<file path="config.mk">
export PLATFORM = sky130hd
export DESIGN_NAME = uart_byte_tx_flat
export DESIGN_NICKNAME = d
export VERILOG_FILES = /design/src/rtl/uart_byte_tx_if.sv /design/src/rtl/uart_byte_tx.sv /design/src/flat_wrapper.sv
export SDC_FILE = /design/constraint.sdc
export NUM_CORES = 1
export LEC_CHECK = 0
export CAP_MARGIN = 20
export CORE_ASPECT_RATIO = 1.5
export CORE_UTILIZATION = 29
export DETAILED_ROUTE_END_ITERATION = 8
export SKIP_CTS_REPAIR_TIMING = 1
export SYNTH_ARGS = -nofsm -noshare
export SYNTH_HDL_FRONTEND = slang
export SYNTH_SLANG_ARGS = --single-unit
</file>
<file path="constraint.sdc">
create_clock -name Clk -period 2.99 [get_ports Clk]
set_input_delay 0.897 -clock Clk [delete_from_list [all_inputs] [get_ports Clk]]
set_output_delay 0.897 -clock Clk [all_outputs]
set_load 0.03 [all_outputs]
</file>
<file path="src/rtl/uart_byte_tx_if.sv">
// -----------------------------------------------------------------------------
// uart_byte_tx_if
//   Request / line bundle for the UART byte transmitter.
//
//   Signals:
//     data_byte  [7:0]  byte to send, sampled on an accepted send_en
//     send_en           one-cycle transmit request
//     baud_set   [2:0]  rate select, sampled together with data_byte
//     Rs232_Tx          serial line, idle high
//     Tx_Done           one-cycle pulse when a frame completes
//     uart_state        high while a frame is in progress
//
//   Modports:
//     master  - the requester (drives data/request, observes line/status)
//     slave   - the transmitter (uart_byte_tx)
// -----------------------------------------------------------------------------
interface uart_byte_tx_if;
  logic [7:0] data_byte;
  logic       send_en;
  logic [2:0] baud_set;
  logic       Rs232_Tx;
  logic       Tx_Done;
  logic       uart_state;

  modport master (
    output data_byte, send_en, baud_set,
    input  Rs232_Tx, Tx_Done, uart_state
  );

  modport slave (
    input  data_byte, send_en, baud_set,
    output Rs232_Tx, Tx_Done, uart_state
  );
endinterface

</file>
<file path="src/rtl/uart_byte_tx.sv">
// -----------------------------------------------------------------------------
// uart_byte_tx
//   UART byte transmitter. Serialises one byte per accepted request as
//   start(0), D0..D7 (LSB first), optional even parity, stop(1). Each bit is
//   held for N = CLK_FREQ/baud clock cycles.
//
//   Parameters:
//     CLK_FREQ  system clock frequency in Hz (bit periods derive from it)
//
//   Ports:
//     Clk    system clock, rising edge
//     Rst_n  asynchronous active-low reset
//     tx     uart_byte_tx_if.slave (data_byte, send_en, baud_set in;
//            Rs232_Tx, Tx_Done, uart_state out)
//
//   Optional feature:
//     UART_TX_PARITY_EN - when defined, an even-parity bit (XOR of D0..D7)
//                         is sent between D7 and the stop bit (11-bit frame).
// -----------------------------------------------------------------------------
module uart_byte_tx #(
  parameter int CLK_FREQ = 50000000
) (
  input  logic          Clk,
  input  logic          Rst_n,
  uart_byte_tx_if.slave tx
);

  // The slowest rate (9600) gives the largest divider terminal count.
  localparam int N_MAX = CLK_FREQ / 9600;
  localparam int DIV_W = (N_MAX > 2) ? $clog2(N_MAX) : 1;

`ifdef UART_TX_PARITY_EN
  localparam int FRAME_BITS = 11;
`else
  localparam int FRAME_BITS = 10;
`endif

  // Bits that follow the start bit: data (+ parity) + stop.
  localparam int PAY_W = FRAME_BITS - 1;
  localparam logic [3:0] LAST_BIT = 4'(FRAME_BITS - 1);

  // Divider terminal counts (N-1) for each rate.
  localparam logic [DIV_W-1:0] LIM_9600   = DIV_W'(CLK_FREQ / 9600 - 1);
  localparam logic [DIV_W-1:0] LIM_19200  = DIV_W'(CLK_FREQ / 19200 - 1);
  localparam logic [DIV_W-1:0] LIM_38400  = DIV_W'(CLK_FREQ / 38400 - 1);
  localparam logic [DIV_W-1:0] LIM_57600  = DIV_W'(CLK_FREQ / 57600 - 1);
  localparam logic [DIV_W-1:0] LIM_115200 = DIV_W'(CLK_FREQ / 115200 - 1);

  typedef enum logic {
    IDLE = 1'b0,
    SEND = 1'b1
  } state_t;

  state_t             state_q, state_d;
  logic [DIV_W-1:0]   div_q, div_d;      // cycles elapsed within current bit
  logic [DIV_W-1:0]   lim_q, lim_d;      // latched N-1 for the frame's rate
  logic [3:0]         bit_q, bit_d;      // index of bit currently on the line
  logic [PAY_W-1:0]   shreg_q, shreg_d;  // remaining bits, next one in [0]
  logic               tx_q, tx_d;
  logic               done_q, done_d;

  function automatic logic [DIV_W-1:0] baud_limit(input logic [2:0] sel);
    case (sel)
      3'd1:    return LIM_19200;
      3'd2:    return LIM_38400;
      3'd3:    return LIM_57600;
      3'd4:    return LIM_115200;
      default: return LIM_9600;   // 0 and the unused codes 5..7
    endcase
  endfunction

  // Everything sent after the start bit, LSB first; stop bit ends up last.
  function automatic logic [PAY_W-1:0] payload(input logic [7:0] d);
`ifdef UART_TX_PARITY_EN
    return {1'b1, ^d, d};
`else
    return {1'b1, d};
`endif
  endfunction

  always_ff @(posedge Clk or negedge Rst_n) begin
    if (!Rst_n) begin
      state_q <= IDLE;
      div_q   <= '0;
      lim_q   <= '0;
      bit_q   <= '0;
      shreg_q <= '0;
      tx_q    <= 1'b1;
      done_q  <= 1'b0;
    end else begin
      state_q <= state_d;
      div_q   <= div_d;
      lim_q   <= lim_d;
      bit_q   <= bit_d;
      shreg_q <= shreg_d;
      tx_q    <= tx_d;
      done_q  <= done_d;
    end
  end

  always_comb begin
    state_d = state_q;
    div_d   = div_q;
    lim_d   = lim_q;
    bit_d   = bit_q;
    shreg_d = shreg_q;
    tx_d    = tx_q;
    done_d  = 1'b0;

    case (state_q)
      IDLE: begin
        tx_d = 1'b1;
        // The Tx_Done cycle is already IDLE, so a request there starts the
        // next frame without any extra gap.
        if (tx.send_en) begin
          state_d = SEND;
          lim_d   = baud_limit(tx.baud_set);
          shreg_d = payload(tx.data_byte);
          div_d   = '0;
          bit_d   = '0;
          tx_d    = 1'b0;             // start bit
        end
      end

      SEND: begin
        // Inputs are deliberately not looked at here: requests and input
        // changes during a frame have no effect.
        if (div_q == lim_q) begin
          div_d = '0;
          if (bit_q == LAST_BIT) begin
            state_d = IDLE;
            tx_d    = 1'b1;
            done_d  = 1'b1;
          end else begin
            bit_d   = bit_q + 4'd1;
            tx_d    = shreg_q[0];
            shreg_d = shreg_q >> 1;
          end
        end else begin
          div_d = div_q + 1'b1;
        end
      end

      default: state_d = IDLE;
    endcase
  end

  assign tx.Rs232_Tx   = tx_q;
  assign tx.Tx_Done    = done_q;
  assign tx.uart_state = (state_q == SEND);

endmodule
</file>
<file path="src/flat_wrapper.sv">
// flat-port wrapper written by rule: the top's interface ports become plain ports
module uart_byte_tx_flat 
#(
  parameter int CLK_FREQ = 50000000
)
  (Clk, Rst_n, tx_data_byte, tx_send_en, tx_baud_set, tx_Rs232_Tx, tx_Tx_Done, tx_uart_state);
  uart_byte_tx_if tx_i ();
  input  logic Clk;
  input  logic Rst_n;
  input wire logic [$bits(tx_i.data_byte)-1:0] tx_data_byte;
  input wire logic [$bits(tx_i.send_en)-1:0] tx_send_en;
  input wire logic [$bits(tx_i.baud_set)-1:0] tx_baud_set;
  output wire logic [$bits(tx_i.Rs232_Tx)-1:0] tx_Rs232_Tx;
  output wire logic [$bits(tx_i.Tx_Done)-1:0] tx_Tx_Done;
  output wire logic [$bits(tx_i.uart_state)-1:0] tx_uart_state;
  assign tx_i.data_byte = tx_data_byte;
  assign tx_i.send_en = tx_send_en;
  assign tx_i.baud_set = tx_baud_set;
  assign tx_Rs232_Tx = tx_i.Rs232_Tx;
  assign tx_Tx_Done = tx_i.Tx_Done;
  assign tx_uart_state = tx_i.uart_state;
  uart_byte_tx #(.CLK_FREQ(CLK_FREQ)) u_core (.Clk(Clk), .Rst_n(Rst_n), .tx(tx_i));
endmodule
</file>
==> results.yml <==
yosys:
  synth_compound_area_share_pct: 16.5
  synthAdderAreaFrac_pct: 1.74
  netlist_area_um2: 2160
  syn_inst: 226
  synth_cell_types: 37
  synthArstFlopShare_pct: 100
  synth_ff_type: "dfrtp_1"
  yosysSeqAreaShare_pct: 46.3
  syn_nets: 243
  synth_seq_cells: 40
  synthXorXnorAreaFrac_pct: 8.50
  ys_warn_count: 0
  synth_edf_count: 0
  yosys.area_share.simple_pct: 18.0
  yosys-mux-area-fraction_pct: 4.63
  synth_top_family_by_area: "simple AND/OR/NAND/NOR gates"
  synth.avg_cell_area_um2: 9.57
clocking:
  clock_path_buffers: 2
  htreeDepth: 2
  cts-buffers-inserted: 5
  cts_root_buffer: "clkbuf_8"
  clk_latency_ns: 0.30
  cts_tree: "yes"
  clk_pin_slew_ns: 0.08
  clock-sinks: 40
worst_setup_path:
  slowest_delay_ns: 0.66
  critPathArrivalTime_ns: 1.50
  startpoint_type: "register"
  crit_cells: 1
  end_kind: "primary output"
  required_ns: 2.09
  crit_type: "reg -> out"
  crit_slowest_cell: "clkdlybuf4s50_1"
  crit_family: "buffers and inverters"
  r2r_cells: 6
  crit_chain: "clkdlybuf4s50_1"
  critPathBufInv: 1
  crit_fanout: 2
sta:
  tightest_slew_ns: 0.918
  slew_viol_final: 0
  whs_ns: 0.497
  timing.fmax_mhz: 417
  hold_viol: 0
  tns_ns: 0
  final.period_utilization_pct: 80.3
  finClkSkew_ns: 0.00918
  min_period_ns: 2.40
  rsz0062_at_grt: "false"
  finalSetupViolCount: 0
  maxSlewHeadroom_pct: 38.8
cells_and_area:
  drive_above_1_share_pct: 7.79
  layout.nets: 260
  insertedDiodeCount: 0
  syn_to_final_growth_pct: 17.7
route:
  ant_nets: 0
  drt-initial-drc-count: 96
  drt-total-wl_mm: 4.70
  vias: 1737
  drc_errors: 0
  dr.pass1.iters: 4
  wl_per_cell_um: 13.7
  viasPerCell: 5.05
floorplanning:
  die_w_um: 72.5
  fp.dieH_um: 108
  num_rows: 38
  dieArea_um2: 7820
  placeableCoreArea_um2: 7230
  start_util_pct: 29.9
  pin_count: 17
flow_run:
  drv_cap: 0
placed_design:
  port_buffers: 16
  gp_congestion: 0.792
  hpwl_mm: 3.32
status:
  outcome: "completed"
power:
  power_density_nw_per_um2: 657
  ir_drop_v: 0.000256
  leakagePower_nw: 1.03
min_path:
  hold_path_depth: 1
  hold_path_class: "reg -> reg"
global_route:
  grt_max_degree: 41
  grt_pass1_wl_mm: 8.39
  track_usage_pct: 14.0
  grt_antenna_before_repair: 0
  grt_remaining_overflow: 0
  grt_pass1_vias: 1755
## kinds of logic after synthesis
group,after synthesis
AND/OR/NAND/NOR,78
AO/OA/AOI/OAI,53
flip-flops,40
XOR/XNOR,21
buffers and inverters,21
multiplexers,10
adder cells (fa/ha/maj),3
## stage by stage
stage	worst slack, ns	cells	util [%]	power, mW	instance area, um^2
finish	0.589	344	35.2	1.67	2550
global placement	0.623	336	33.8	1.26	2450
detailed placement	0.588	336	33.8	1.28	2450
floorplan	1.07	226	-	1.14	2160
CTS	0.572	344	35.2	1.69	2550
global route	0.541	344	35.2	1.79	2550
## synthesized netlist by cell type, drive strengths merged, types with 2 or more instances
master / number / area [um^2]
dfrtp: 39 / 976
o211ai: 2 / 20.0
nor4: 2 / 18.8
and3: 2 / 12.5
o21a: 2 / 15.0
o21ai: 8 / 40.0
nor2b: 4 / 25.0
xor2: 4 / 35.0
clkbuf: 7 / 26.3
ha: 3 / 37.5
o32ai: 12 / 105
nor2: 14 / 52.6
a31oi: 3 / 18.8
nand4: 2 / 12.5
nand3: 9 / 45.0
nand2b: 12 / 75.1
mux2i: 10 / 100
nor3: 4 / 20.0
o22ai: 9 / 56.3
inv: 7 / 26.3
nand2: 25 / 93.8
xnor2: 17 / 149
buf: 7 / 40.0
a21oi: 12 / 60.1
## per-layer routing
layer | global-route usage (%) | vias to the layer above | wire length, um
met5 | 0 | - | 0
met4 | 7.84 | 0 | 142
met3 | 2.62 | 12 | 96
met2 | 23.7 | 30 | 2410
met1 | 16.3 | 859 | 2050
li1 | - | 836 | -
## power by group
group	total (mW)	internal (mW)	switching (mW)
Sequential	0.806	0.654	0.152
Clock	0.402	0.211	0.191
Combinational	0.464	0.241	0.223
Total	1.67	1.11	0.566
## final timing paths
kind / to / startpoint / slack, ns
worst max-delay path: tx_Rs232_Tx / u_core.tx.Rs232_Tx / 0.59
worst min-delay path: u_core.lim_q[0] / u_core.lim_q[0] / 0.50
worst max register to register: u_core.div_q[9] / u_core.div_q[4] / 0.86
worst min register to register: u_core.lim_q[0] / u_core.lim_q[0] / 0.50
max in group asynchronous: u_core.lim_q[8] / Rst_n / 1.68
min in group asynchronous: u_core.div_q[5] / Rst_n / 0.73
## sequential cells by signal (all words and copies together) (netlist names)
| register | flops |
|---|---|
| u_core.bit_q | 4 |
| u_core.tx.Rs232_Tx | 1 |
| u_core.lim_q | 11 |
| u_core.tx.Tx_Done | 1 |
| u_core.tx.uart_state | 1 |
| u_core.shreg_q | 9 |
| u_core.div_q | 13 |
## cell usage in the layout (no fill, tap or decap), types with 4 or more instances in the layout
cell type	synthesis	layout
buf_4	2	8
nor2b_1	4	4
o32ai_1	12	12
inv_1	7	7
dfrtp_1	39	39
o21ai_0	8	8
nand2b_1	12	12
nor3_1	4	4
o22ai_1	9	9
nand3_1	9	9
xor2_1	4	4
nor2_1	14	14
clkdlybuf4s50_1	0	15
a21oi_1	12	12
mux2i_1	10	10
clkbuf_8	0	7
xnor2_1	17	17
nand2_1	25	25
## layout make-up
type	instances	area, um^2
tap	100	125
sequential	40	1000
timing repair buffer	24	215
inverter	7	26.3
multi-input combinational	165	1080
clock buffer	8	100
fill	769	4680
No activity file was read; power rests on OpenSTA's default activity.
